$ cat src/rtl/mc_ctrl_pkg.sv
// -----------------------------------------------------------------------------
// mc_ctrl_pkg
// Shared types and constants for the multi-cycle RV32I-subset controller:
//   state_t     - sequencer states
//   OP_*        - the eight supported major opcodes (IR[6:0])
//   alu_op_t    - ALU operation class driven to the datapath
//   pc_src_t    - PC next-value select
//   wb_sel_t    - register file write-back source select
//   op_class_t  - decoded instruction class
//   cnt_width() - width of the memory timeout counter
// -----------------------------------------------------------------------------
package mc_ctrl_pkg;

   typedef enum logic [2:0] {
      FETCH  = 3'd0,
      DECODE = 3'd1,
      EXEC   = 3'd2,
      MEM    = 3'd3,
      WB     = 3'd4,
      HALT   = 3'd5
   } state_t;

   localparam logic [6:0] OP_RTYPE  = 7'b0110011;
   localparam logic [6:0] OP_ADDI   = 7'b0010011;
   localparam logic [6:0] OP_LW     = 7'b0000011;
   localparam logic [6:0] OP_SW     = 7'b0100011;
   localparam logic [6:0] OP_BRANCH = 7'b1100011;
   localparam logic [6:0] OP_JAL    = 7'b1101111;
   localparam logic [6:0] OP_JALR   = 7'b1100111;
   localparam logic [6:0] OP_LUI    = 7'b0110111;

   typedef enum logic [1:0] {
      ALU_MEM    = 2'b00,   // address add for lw/sw
      ALU_BRANCH = 2'b01,   // compare for beq/bne/blt
      ALU_FUNCT  = 2'b10,   // funct3/funct7 selects the operation
      ALU_PASS   = 2'b11    // lui/jal/jalr
   } alu_op_t;

   typedef enum logic [1:0] {
      PC_PLUS4 = 2'b00,     // PC + 4
      PC_REL   = 2'b01,     // OLD_PC + imm
      PC_JALR  = 2'b10      // (rs1 + imm) & ~1
   } pc_src_t;

   typedef enum logic [1:0] {
      WB_ALU = 2'b00,
      WB_MDR = 2'b01,
      WB_PC  = 2'b10
   } wb_sel_t;

   typedef enum logic [2:0] {
      CLS_RTYPE,
      CLS_ADDI,
      CLS_LW,
      CLS_SW,
      CLS_BRANCH,
      CLS_JAL,
      CLS_JALR,
      CLS_LUI
   } op_class_t;

   // Counter must hold 0..timeout; a disabled timeout (0) still gets one bit.
   function automatic int cnt_width(input int timeout);
      int w;
      w = $clog2(timeout + 1);
      return (w < 1) ? 1 : w;
   endfunction

endpackage

$ cat src/rtl/mc_opcode_class.sv
// -----------------------------------------------------------------------------
// mc_opcode_class
// Combinational classification of the instruction register opcode field.
// Ports:
//   opcode   in  7  IR[6:0]
//   op_class out 3  instruction class (op_class_t)
//   legal    out 1  opcode is one of the eight supported major opcodes
// -----------------------------------------------------------------------------
module mc_opcode_class
   import mc_ctrl_pkg::*;
(
   input  logic [6:0] opcode,
   output op_class_t  op_class,
   output logic       legal
);

   // NOTE: both outputs get a default before the case so that no opcode
   // value leaves them unassigned, which would otherwise infer a latch.
   always_comb begin
      op_class = CLS_RTYPE;
      legal    = 1'b1;
      case (opcode)
         OP_RTYPE:  op_class = CLS_RTYPE;
         OP_ADDI:   op_class = CLS_ADDI;
         OP_LW:     op_class = CLS_LW;
         OP_SW:     op_class = CLS_SW;
         OP_BRANCH: op_class = CLS_BRANCH;
         OP_JAL:    op_class = CLS_JAL;
         OP_JALR:   op_class = CLS_JALR;
         OP_LUI:    op_class = CLS_LUI;
         default:   legal    = 1'b0;
      endcase
   end

endmodule

$ cat src/rtl/multicycle_controller.sv
// -----------------------------------------------------------------------------
// multicycle_controller
// FETCH/DECODE/EXEC/MEM/WB sequencer for the multi-cycle RV32I-subset core.
// One shared instruction/data memory port with a req/ready handshake; halts on
// an illegal opcode or when a request waits MEM_TIMEOUT cycles without ready.
// Parameters:
//   MEM_TIMEOUT   max consecutive unanswered request cycles (0 disables)
// Ports:
//   clk           in   core clock
//   reset         in   synchronous, active-high
//   opcode        in   IR[6:0], valid from DECODE onward
//   branch_taken  in   ALU compare result, used in EXEC
//   mem_ready     in   memory completes the current request this cycle
//   mem_req       out  memory request
//   mem_we        out  write strobe, qualified by mem_req
//   mem_addr_sel  out  0: PC, 1: ALU result
//   ir_write      out  load IR and OLD_PC
//   mdr_write     out  load memory data register
//   pc_write      out  load PC from pc_src
//   pc_src        out  next-PC select (pc_src_t)
//   alu_src       out  0: rs2, 1: immediate
//   alu_op        out  ALU operation class (alu_op_t)
//   reg_write     out  register file write enable
//   wb_sel        out  write-back source (wb_sel_t)
//   retire        out  one-cycle pulse on instruction completion
//   halted        out  core stopped (sticky until reset)
//   err_timeout   out  halt was caused by memory timeout (sticky)
// -----------------------------------------------------------------------------
module multicycle_controller
   import mc_ctrl_pkg::*;
#(
   parameter int MEM_TIMEOUT = 255
)
(
   input  logic       clk,
   input  logic       reset,
   input  logic [6:0] opcode,
   input  logic       branch_taken,
   input  logic       mem_ready,
   output logic       mem_req,
   output logic       mem_we,
   output logic       mem_addr_sel,
   output logic       ir_write,
   output logic       mdr_write,
   output logic       pc_write,
   output logic [1:0] pc_src,
   output logic       alu_src,
   output logic [1:0] alu_op,
   output logic       reg_write,
   output logic [1:0] wb_sel,
   output logic       retire,
   output logic       halted,
   output logic       err_timeout
);

   localparam int                CNT_W    = cnt_width(MEM_TIMEOUT);
   localparam bit                TMO_EN   = (MEM_TIMEOUT != 0);
   localparam logic [CNT_W-1:0]  CNT_LAST = CNT_W'((MEM_TIMEOUT > 0) ? MEM_TIMEOUT - 1 : 0);

   state_t            state;
   state_t            state_next;
   logic [CNT_W-1:0]  tmo_cnt;
   logic              err_timeout_q;

   op_class_t         op_class;
   logic              op_legal;

   logic              mem_wait;
   logic              timeout_hit;
   logic              cls_alu_src;
   alu_op_t           cls_alu_op;
   pc_src_t           pc_src_e;
   alu_op_t           alu_op_e;
   wb_sel_t           wb_sel_e;

   mc_opcode_class u_opcode_class (
      .opcode   (opcode),
      .op_class (op_class),
      .legal    (op_legal)
   );

   // A request cycle that the memory did not answer.
   assign mem_wait    = ((state == FETCH) || (state == MEM)) && !mem_ready;
   // ready on the last allowed cycle wins over the timeout.
   assign timeout_hit = TMO_EN && mem_wait && (tmo_cnt == CNT_LAST);

   // ALU controls per instruction class; used in EXEC and held through MEM.
   always_comb begin
      cls_alu_src = 1'b0;
      cls_alu_op  = ALU_FUNCT;
      case (op_class)
         CLS_RTYPE:  begin cls_alu_src = 1'b0; cls_alu_op = ALU_FUNCT;  end
         CLS_ADDI:   begin cls_alu_src = 1'b1; cls_alu_op = ALU_FUNCT;  end
         CLS_LW,
         CLS_SW:     begin cls_alu_src = 1'b1; cls_alu_op = ALU_MEM;    end
         CLS_BRANCH: begin cls_alu_src = 1'b0; cls_alu_op = ALU_BRANCH; end
         CLS_JAL,
         CLS_JALR,
         CLS_LUI:    begin cls_alu_src = 1'b1; cls_alu_op = ALU_PASS;   end
         default:    ;
      endcase
   end

   // Next-state logic.
   always_comb begin
      state_next = state;
      case (state)
         FETCH: begin
            if (mem_ready)        state_next = DECODE;
            else if (timeout_hit) state_next = HALT;
         end
         DECODE: state_next = op_legal ? EXEC : HALT;
         EXEC: begin
            case (op_class)
               CLS_LW, CLS_SW: state_next = MEM;
               CLS_BRANCH:     state_next = FETCH;
               default:        state_next = WB;
            endcase
         end
         MEM: begin
            if (mem_ready)        state_next = (op_class == CLS_SW) ? FETCH : WB;
            else if (timeout_hit) state_next = HALT;
         end
         WB:      state_next = FETCH;
         HALT:    state_next = HALT;
         default: state_next = HALT;
      endcase
   end

   // NOTE: sequential state uses non-blocking assignments so every register
   // samples its inputs from before the edge, independent of statement order.
   always_ff @(posedge clk) begin
      if (reset) begin
         state         <= FETCH;
         tmo_cnt       <= '0;
         err_timeout_q <= 1'b0;
      end else begin
         state <= state_next;
         // Any state change restarts the wait count for the next request.
         if (state_next != state)
            tmo_cnt <= '0;
         else if (TMO_EN && mem_wait)
            tmo_cnt <= tmo_cnt + CNT_W'(1);
         if (timeout_hit)
            err_timeout_q <= 1'b1;
      end
   end

   // Output decode. Everything is forced low while reset is high so an
   // in-flight request is withdrawn in the reset cycle itself.
   always_comb begin
      mem_req      = 1'b0;
      mem_we       = 1'b0;
      mem_addr_sel = 1'b0;
      ir_write     = 1'b0;
      mdr_write    = 1'b0;
      pc_write     = 1'b0;
      pc_src_e     = PC_PLUS4;
      alu_src      = 1'b0;
      alu_op_e     = ALU_MEM;
      reg_write    = 1'b0;
      wb_sel_e     = WB_ALU;
      retire       = 1'b0;
      halted       = 1'b0;
      err_timeout  = 1'b0;
      if (!reset) begin
         case (state)
            FETCH: begin
               mem_req = 1'b1;
               if (mem_ready) begin
                  ir_write = 1'b1;
                  pc_write = 1'b1;
               end
            end
            DECODE: ;
            EXEC: begin
               alu_src  = cls_alu_src;
               alu_op_e = cls_alu_op;
               case (op_class)
                  CLS_BRANCH: begin
                     pc_write = branch_taken;
                     pc_src_e = PC_REL;
                     retire   = 1'b1;
                  end
                  CLS_JAL: begin
                     pc_write = 1'b1;
                     pc_src_e = PC_REL;
                  end
                  CLS_JALR: begin
                     pc_write = 1'b1;
                     pc_src_e = PC_JALR;
                  end
                  default: ;
               endcase
            end
            MEM: begin
               mem_req      = 1'b1;
               mem_addr_sel = 1'b1;
               mem_we       = (op_class == CLS_SW);
               alu_src      = cls_alu_src;
               alu_op_e     = cls_alu_op;
               if (mem_ready) begin
                  if (op_class == CLS_SW) retire    = 1'b1;
                  else                    mdr_write = 1'b1;
               end
            end
            WB: begin
               reg_write = 1'b1;
               retire    = 1'b1;
               case (op_class)
                  CLS_LW:            wb_sel_e = WB_MDR;
                  CLS_JAL, CLS_JALR: wb_sel_e = WB_PC;
                  default:           wb_sel_e = WB_ALU;
               endcase
            end
            HALT: begin
               halted      = 1'b1;
               err_timeout = err_timeout_q;
            end
            default: ;
         endcase
      end
   end

   assign pc_src = pc_src_e;
   assign alu_op = alu_op_e;
   assign wb_sel = wb_sel_e;

endmodule

$ cat config.mk
export PLATFORM = sky130hd
export DESIGN_NAME = multicycle_controller
export DESIGN_NICKNAME = d
export VERILOG_FILES = /design/src/rtl/mc_ctrl_pkg.sv /design/src/rtl/mc_opcode_class.sv /design/src/rtl/multicycle_controller.sv
export SDC_FILE = /design/constraint.sdc
export NUM_CORES = 1
export LEC_CHECK = 0
export ABC_AREA = 1
export BUFFER_PORTS_ARGS = -buffer_cell sky130_fd_sc_hd__buf_4
export CORE_MARGIN = 4
export CORE_UTILIZATION = 52
export CTS_CLUSTER_SIZE = 8
export DETAILED_ROUTE_END_ITERATION = 7
export PLACE_DENSITY_LB_ADDON = 0.1
export SLEW_MARGIN = 10
export SYNTH_ARGS = -nofsm -noshare
export SYNTH_HDL_FRONTEND = slang
export SYNTH_HIERARCHICAL = 1
export SYNTH_SLANG_ARGS = --single-unit
$ cat constraint.sdc
create_clock -name clk -period 1.7 [get_ports clk]
set_input_delay 0.085 -clock clk [delete_from_list [all_inputs] [get_ports clk]]
set_output_delay 0.085 -clock clk [all_outputs]
set_load 0.01 [all_outputs]
# [Word-level counts from Yosys, hierarchy flattened]
# Memories as Yosys holds them, arrays and structs flattened.
# Index checks and enable logic that the tools add are counted.
[classes] addsub=1 reduce_logical=12 n_eq_ne=20 n_mux=46
[op_table] cell="$mux W1" n=27
[op_table] cell="$eq A7 B6 Y1 const B" n=3
[op_table] cell="$eq A7 B7 Y1 const B" n=3
[op_table] cell="$pmux W3 S7" n=1
[op_table] cell="$eq A3 B3 Y1 const B" n=5
[op_table] cell="$mux W3" n=5
[op_table] cell="$pmux W3 S5" n=1
[op_table] cell="$eq A3 B2 Y1 const B" n=4
[op_table] cell="$mux W2" n=6
[op_table] cell="$reduce_or A2 Y1" n=6
[op_table] cell="$add A8 B1 Y8 const B" n=1
[op_table] cell="$eq A8 B8 Y1 const B" n=1
[op_table] cell="$pmux W2 S2" n=2
[op_table] cell="$reduce_or A8 Y1" n=1
[op_table] cell="$eq A7 B2 Y1 const B" n=1
[op_table] cell="$eq A7 B5 Y1 const B" n=1
[op_table] cell="$pmux W3 S2" n=1
[op_table] cell="$pmux W1 S2" n=2
[op_table] cell="$eq A3 B1 Y1 const B" n=1
[op_table] cell="$logic_not A3 Y1" n=1
[op_table] cell="$ne A3 B3 Y1" n=1
[op_table] cell="$pmux W1 S3" n=1
[op_table] cell="$logic_and A1 B1 Y1" n=2
[op_table] cell="$logic_not A1 Y1" n=1
[op_table] cell="$logic_or A1 B1 Y1" n=1
[totals] mem_bits_ro=24 elab_cells=83 n_memories=1 out_inout_bits=17 inputBits=11 reg_bits=12
[mem_list] memory="(no name shown)" words=8 word_bits=3 read_ports=1 rd_clocked_by_memory_dff=0 wr=0 line="multicycle_controller.sv:91" rtl="case (op_class)"

# [Depth between registers and ports, before layout]
# Gate-level depths: netlist of run 1.
[depth] depth_word=9 ltp_mapped=17 ltp_nobuf=17

# [Cells and area by module]
# The synthesis of run 1 kept the hierarchy.
[by_module_without_submodules] module="multicycle_controller" area_each_um2=927.1 seq_area_each_um2=240.2 cells_per_inst=142 n_inst=1
[by_module_without_submodules] module="mc_opcode_class" area_each_um2=153.9 seq_area_each_um2=0.0 cells_per_inst=33 n_inst=1

# [Least setup slack after synthesis of run 1]
# OpenSTA, ideal clock, no wires.
[synth_timing] kind="input port to flip-flop" from="in opcode[1]" to="reg tmo_cnt[0]" arrival_time_ns=1.439 cell_stages=16 t_required_ns=1.637 setup_time_ns=0.063 path_buffers=0 path_slack_ns=0.199 cell_sequence="nand2_2 > nor2_2 > nor2b_2 > nor2_1 > nand2_1 > nor2_1 > nand2_1 > nand2_1 > nor2_1 > nor2_1 > nand3_1 > nand2_1 > nand2_2 > nor2_4 > nand2_4 > nor2_2"
[synth_via] elab_chain_len=8 word_cells_on_any_way=22 classes_between="eq/ne (12); mux (7); reduce/logical (3)"
[synth_lines] element="start: declaration" line="multicycle_controller.sv:37" rtl="input logic [6:0] opcode,"
[synth_lines] element="$eq A7 B6 Y1, or another cell as far along" line="mc_opcode_class.sv:22" rtl="case (opcode)"
[synth_lines] element="$pmux W3 S7 *" line="mc_opcode_class.sv:22"
[synth_lines] element="named net op_class[0]" line="multicycle_controller.sv:65" rtl="op_class_t op_class;"
[synth_lines] element="$eq A3 B2 Y1, on equally long branches" line="multicycle_controller.sv:114, multicycle_controller.sv:121"
[synth_lines] element="$reduce_or A2 Y1 or $mux W3 (tied branches)" line="multicycle_controller.sv:114, multicycle_controller.sv:121"
[synth_lines] element="$pmux W3 S2 or $mux W3 (tied branches)" line="multicycle_controller.sv:114, multicycle_controller.sv:121"
[synth_lines] element="$pmux W3 S5 *" line="multicycle_controller.sv:107" rtl="case (state)"
[synth_lines] element="$ne A3 B3 Y1 *" line="multicycle_controller.sv:140" rtl="if (state_next != state)"
[synth_lines] element="$reduce_or A2 Y1 (no line) *"
[synth_lines] element="end signal: assignment" line="multicycle_controller.sv:143" rtl="tmo_cnt <= tmo_cnt + CNT_W'(1);"
[synth_lines] element="end: declaration" line="multicycle_controller.sv:62" rtl="logic [CNT_W-1:0] tmo_cnt;"
# Mark *: on every way through the listed nets, which the timed path passes. The rest lies on a longest branch.
# A chain may end at the register's enable or synchronous reset.

# [Final worst setup path of run 1]
[layout_timing] from="reg state[0]" to="out wb_sel[0]"
[layout_via] elab_chain_len=3
[layout_lines] element="start: declaration" line="multicycle_controller.sv:60" rtl="state_t state;"
[layout_lines] element="start signal: assignment" line="multicycle_controller.sv:138" rtl="state <= state_next;"
[layout_lines] element="$eq A3 B3 Y1" line="multicycle_controller.sv:167" rtl="case (state)"
[layout_lines] element="$mux W2" line="multicycle_controller.sv:167"
[layout_lines] element="$mux W2" line="multicycle_controller.sv:166" rtl="if (!reset) begin"
[layout_lines] element="end: declaration" line="multicycle_controller.sv:50" rtl="output logic [1:0] wb_sel,"
# Every way passes these cells.

==> results of run 1 <==
==> worst min path at each step <==
stage,to
global placement,state[2]$_SDFF_PP0_
floorplan,ir_write
global route,state[1]$_SDFF_PP0_
finish,state[1]$_SDFF_PP0_
CTS,state[1]$_SDFF_PP0_
detailed placement,state[2]$_SDFF_PP0_
==> flip-flops by register name, summed over array words and instances (netlist names) <==
register       flops
tmo_cnt            8
state              3
err_timeout_q      1
==> cells in the mapped netlist <==
master and number:
clkbuf_1 2, nand2_1 34, nand4_1 3, mux2i_1 1, inv_1 23, nor2_1 23
nand2_4 1, nor3_2 3, ha_1 2, a21oi_1 6, nor3_1 6, nand3_2 3
dfxtp_1 12, a31oi_1 1, nand3_1 12, xnor2_1 2, nor3b_1 1, xor2_1 5
nor2b_2 1, o21ai_1 3, nor4_1 3, o21ai_0 2, nor2_2 13, nand2_2 6
nor2_4 2, inv_2 5
==> metal layers <==
| layer | track usage (%) | routed length, µm |
|---|---|---|
| met5 | 0 | 0 |
| met4 | 8.94 | 49 |
| met3 | 0.831 | 188 |
| met2 | 38.0 | 1370 |
| met1 | 24.7 | 1140 |
==> final cells by class <==
cell class	count	area (µm²)	share of cell area [%]
Tap cell	27	33.8	2.38
Inverter	28	105	7.41
Timing Repair Buffer	33	248	17.5
Multi-Input combinational cell	133	764	53.9
Clock buffer	3	22.5	1.59
Sequential cell	12	244	17.2
==> worst max-delay path, delay by kind of cell, from the launching register on <==
family / cells / cell delay, ps
AND/OR/NAND/NOR: 4 / 490
buffers and inverters: 4 / 390
flip-flops: 1 / 370
==> repair_timing <==
action,CTS,global route
hold buffers,0,0
gates cloned,0,0
resized for setup,1,12
setup buffers,0,0
pin swaps,0,2
setup endpoints to repair,1,11
==> metrics by stage <==
stage / setup slack [ps] / total power [W]
floorplan: 199 / 0.000543
global placement: -7.55 / 0.000634
detailed placement: -72.3 / 0.000644
CTS: 2.44 / 0.000812
global route: -2.07 / 0.000881
finish: 104 / 0.000831
==> cell families (layout without fill, tap and decap cells) <==
group / after synthesis / count (layout) / share of synthesized area [%]
AND/OR/NAND/NOR: 111 / 111 / 52.8
buffers and inverters: 30 / 64 / 10.4
AO/OA/AOI/OAI: 12 / 12 / 5.67
flip-flops: 12 / 12 / 22.2
XOR/XNOR: 7 / 7 / 5.67
adder cells (fa/ha/maj): 2 / 2 / 2.31
multiplexers: 1 / 1 / 0.926
==> power by group <==
part	internal (W)	switching, W	total, W
logic	0.000122	0.000220	0.000342
clock network	0.0000822	0.0000896	0.000172
registers	0.000296	0.0000214	0.000318
total	0.000500	0.000331	0.000831
==> results_dict.tcl, run 1 <==
set metrics [dict create \
    leakagePower_nw 0.650 \
    slew_headroom_pct 80.2 \
    drt-vias-per-instance 5.24 \
    postLayoutCellArea_um2 1420 \
    wl_per_cell_um 11.7 \
    final_cells 236 \
    synth_fp_nets 188 \
    synth.ff_latch_count 12 \
    fmax_mhz 627 \
    critPathCaptureType "output pin" \
    final_cell_mix "33 x nand2_1, 33 x buf_4, 22 x inv_1" \
    synth_warnings 6 \
    synth_top_area_share_pct 22.2 \
    cts_buffer_depth 2 \
    fp.dieArea_um2 2870 \
    grt_pass1_wl_um 4510 \
    r2r_slack_ps 160 \
    clkTransAtPathRegs_ps 60 \
    crit_type "flip-flop to output pin" \
    finalWirelength_um 2750 \
    fin_setup_tns_ps 0 \
    io_buffers 27 \
    worstReg2RegStart "tmo_cnt[0]$_SDFFE_PP0P_" \
    fin_crit_ps 1600 \
    netlist_instances 175 \
    fin_hold_ws_ps 122 \
    holdPathStages 2 \
    grt_max_degree 19 \
    grt-ovfl-total 0 \
    drtAntennaViolNets 0 \
    fin_crit_sh_pct 93.9 \
    syn_to_final_growth_pct 31.1 \
    layout-drive-gt1-share_pct 39.2 \
    crit_path_start_kind "flip-flop" \
    cpPeakStageDelay_ps 370 \
    ir_worst_vdd_v 0.000606 \
    setup_viol_count_final 0 \
    cts_tree "built" \
    cap_violations 0 \
    critical_path_arrival_ps 1510 \
    powerDensity_nw_per_um2 586 \
    rows 16 \
    finish.utilization_pct 72.3 \
    slew_viol_final 0 \
    nets 224 \
    hpwlAfterDp_um 2130 \
    cp.required_ps 1620 \
    grt_antenna_before_repair 0 \
    place.gp.congestion 0.877 \
    ios 28 \
    cp-startpoint "state[0]$_SDFF_PP0_" \
    worstSetupEndpoint "wb_sel[0]" \
    worstHoldPathType "input pin to flip-flop" \
    dr_total_vias 1237 \
    cts_root_buf "clkbuf_4" \
    first_iter_violations 33 \
    yosysTopAreaCell "dfxtp_1" \
    grt_pass1_vias 1117 \
    status "complete, no violations" \
    worstRegToRegCells 12 \
    clock_latency_ps 270 \
    initial_core_util_pct 55.1 \
    r2r_end "tmo_cnt[3]$_SDFFE_PP0P_" \
    synth.distinct_cells 26 \
    h-tree-depth 1 \
    syn-cell-area_um2 1080 \
    core_area_um2 1960 \
    clkSinkCount 12 \
    worst_path_max_delay_cell "dfxtp_2" \
    critical_path.max_fanout 6 \
    fp.dieH_um 53.6 \
    worst_clock_skew_ps 3.63 \
    cp_cell_sequence "nor2_2, inv_1, nor2_1, inv_1, nor2_2, inv_1, nor3_1, buf_4" \
    antenna_cells 0 \
    avgSynthCellArea_um2 6.18 \
    cts-buffers-inserted 3 \
    fp.dieW_um 53.6 \
    dp_cells 233 \
    synth_area_leaders "dfxtp_1 22%, nand2_1 12%, inv_1 8.0%" \
    drc 0 \
    track_usage_pct 20.7 \
    drt-pass1-iter-count 4 \
    hold_viol 0 \
    fill_cells 155 \
    place_area_um2 1360 \
    min-delay-start "reset" \
    yosysSeqAreaShare_pct 22.2 \
    cp_common_cell "inv_1" \
    tightest_slew_ps 294 \
]
Note: power is estimated with default switching activity, not from simulation.
==> run 2: changes to the inputs <==
--- a/config.mk
+++ b/config.mk
@@ -6,9 +6,12 @@
 export NUM_CORES = 1
 export LEC_CHECK = 0
 export ABC_AREA = 1
+export ABC_CLOCK_PERIOD_IN_PS = 1700
 export BUFFER_PORTS_ARGS = -buffer_cell sky130_fd_sc_hd__buf_4
+export CELL_PAD_IN_SITES_DETAIL_PLACEMENT = 2
+export CELL_PAD_IN_SITES_GLOBAL_PLACEMENT = 2
 export CORE_MARGIN = 4
-export CORE_UTILIZATION = 52
+export CORE_UTILIZATION = 27
 export CTS_CLUSTER_SIZE = 8
 export DETAILED_ROUTE_END_ITERATION = 7
 export PLACE_DENSITY_LB_ADDON = 0.1
==> run 2 against run 1 <==
  * Critical endpoint is now tmo_cnt[0]$_SDFFE_PP0P_
  * Total power is 24% higher
  * Combinational power is 11% higher
  * Core utilization is 30 points lower
  * Global-route usage is 5.8 points lower
  * Register-to-register slack worse by 50 ps
  * Critical path depth is 3 higher
  * Largest cell class unchanged
  * Final cell count is 12% higher
  * Sequential power is 2% higher
==> results_dict.tcl, run 2 (synthesis gave the netlist of run 1 again) <==
set metrics [dict create \
    status "complete, no violations" \
    fp.dieW_um 71.3 \
    fmax_mhz 628 \
    crit_path_start_kind "flip-flop" \
    fp.dieArea_um2 5080 \
    finalWirelength_um 3820 \
    io_buffers 27 \
    syn_to_final_growth_pct 46.1 \
    slew_headroom_pct 80.2 \
    wl_per_cell_um 14.4 \
    pwr-share-seq_pct 31.4 \
    h-tree-depth 1 \
    slew_viol_final 0 \
    cp_cell_sequence "inv_1, nor2_2, nand2_2, nor2_1, nor2_2, nand3_1, nand2_1, nand2_2, nor2_4, nand2_4, nor2_2" \
    clkTransAtPathRegs_ps 60 \
    clkPwrFrac_pct 31.6 \
    drt-pass1-iter-count 4 \
    grt_pass1_wl_um 6210 \
    finish.utilization_pct 41.9 \
    hold_viol 0 \
    cts_root_buf "clkbuf_8" \
    worstRegToRegCells 11 \
    min-delay-start "reset" \
    drtAntennaViolNets 0 \
    tightest_slew_ps 295 \
    r2r_end "tmo_cnt[0]$_SDFFE_PP0P_" \
    hpwlAfterDp_um 3020 \
    cp_common_cell "nor2_2" \
    holdPathStages 2 \
    final_cells 265 \
    cpPeakStageDelay_ps 400 \
    leakagePower_nw 0.702 \
    grt_max_degree 19 \
    internal-power_w 0.000640 \
    grt_antenna_before_repair 0 \
    reg_top3 "tmo_cnt x8, state x3, err_timeout_q x1" \
    worstReg2RegStart "state[1]$_SDFF_PP0_" \
    dr_total_vias 1256 \
    cap_violations 0 \
    grt-ovfl-total 0 \
    p_sw_share_pct 37.8 \
    final_cell_mix "40 x buf_4, 32 x nand2_1, 21 x inv_1" \
    crit_type "flip-flop to flip-flop" \
    clock_latency_ps 250 \
    grt_pass1_vias 1329 \
    first_iter_violations 36 \
    powerDensity_nw_per_um2 652 \
    core_area_um2 3770 \
    ios 28 \
    clkSinkCount 12 \
    hold_buffers 0 \
    netSwitchingPower_w 0.000389 \
    critPathCaptureType "flip-flop" \
    place.gp.congestion 0.785 \
    layout-drive-gt1-share_pct 47.9 \
    largest_reg_flops 8 \
    setup_viol_count_final 0 \
    fin_crit_ps 1590 \
    cts-buffers-inserted 3 \
    fp.dieH_um 71.3 \
    r2r_slack_ps 110 \
    final_common_cell "buf_4" \
    fin_hold_ws_ps 178 \
    combinationalPowerShare_pct 37.0 \
    worst_clock_skew_ps 4.79 \
    worstHoldPathType "input pin to flip-flop" \
    largest-register "tmo_cnt" \
    cts_tree "built" \
    worst_path_max_delay_cell "dfxtp_2" \
    nets 231 \
    fin_crit_sh_pct 93.6 \
    critical_path_arrival_ps 1730 \
    antenna_cells 0 \
    min_to "state[0]$_SDFF_PP0_" \
    track_usage_pct 14.9 \
    rows 22 \
    power.total_w 0.00103 \
    cp.required_ps 1840 \
    initial_core_util_pct 28.7 \
    ir_worst_vdd_v 0.000435 \
    drt-vias-per-instance 4.74 \
    critical_path.max_fanout 8 \
    cts_buffer_depth 2 \
    dp_cells 258 \
    drc 0 \
]
-- run 2: cell types whose count changed in the layout (fill, tap and decap cells not counted), sizes merged --
| cell | delta |
|---|---|
| buf | +7 |
| clkbuf | +1 |
-- run 2: critical path: cells and delay by family (launching register included) --
family | cells | cell delay [ps]
AND/OR/NAND/NOR | 10 | 1000
flip-flops | 1 | 400
buffers and inverters | 1 | 70
-- run 2: worst max path at each step --
stage	start	to	slack (ps)	cells past startpoint
after floorplan	opcode[1]	tmo_cnt[0]$_SDFFE_PP0P_	200	16
after global placement	opcode[1]	tmo_cnt[0]$_SDFFE_PP0P_	-120	17
after detailed placement	opcode[1]	tmo_cnt[0]$_SDFFE_PP0P_	-180	17
after CTS	state[0]$_SDFF_PP0_	wb_sel[1]	8	8
after global routing	state[0]$_SDFF_PP0_	wb_sel[0]	-80	8
final	state[1]$_SDFF_PP0_	tmo_cnt[0]$_SDFFE_PP0P_	110	11
-- run 2: layout make-up --
class,count,area [µm²]
inverters,28,105
repair buffers,40,300
fillers,452,2190
multi-input cells,133,806
well taps,48,60.1
clock buffers,4,55.1
flip-flops and latches,12,253
-- run 2: power by group through the flow --
| stage | combinational, W | clock (W) | sequential, W |
|---|---|---|---|
| after floorplan | 0.000228 | 0 | 0.000315 |
| after global placement | 0.000334 | 0 | 0.000320 |
| after detailed placement | 0.000354 | 0 | 0.000321 |
| after CTS | 0.000360 | 0.000332 | 0.000315 |
| after global routing | 0.000430 | 0.000347 | 0.000325 |
| final | 0.000381 | 0.000325 | 0.000323 |
-- run 2: layer usage --
layer | vias up | routed length (µm) | GRT usage, %
li1 | 638 | - | -
met1 | 600 | 1630 | 17.0
met2 | 16 | 2050 | 29.0
met3 | 2 | 121 | 3.09
met4 | 0 | 16 | 1.25
met5 | - | 0 | 0
-- run 2: stage by stage --
step | cell area (µm²) | setup TNS [ps] | setup WS, ps
floorplan | 1080 | 0 | 199
global placement | 1410 | -881 | -116
detailed placement | 1410 | -1410 | -183
CTS | 1480 | 0 | 8.45
global route | 1580 | -457 | -83.3
finish | 1580 | 0 | 109
-- run 2: what timing repair did --
action | CTS | global route
pin swaps | 0 | 6
setup endpoints to repair | 2 | 13
setup buffers | 0 | 3
gates cloned | 0 | 0
gates resized for setup | 2 | 28
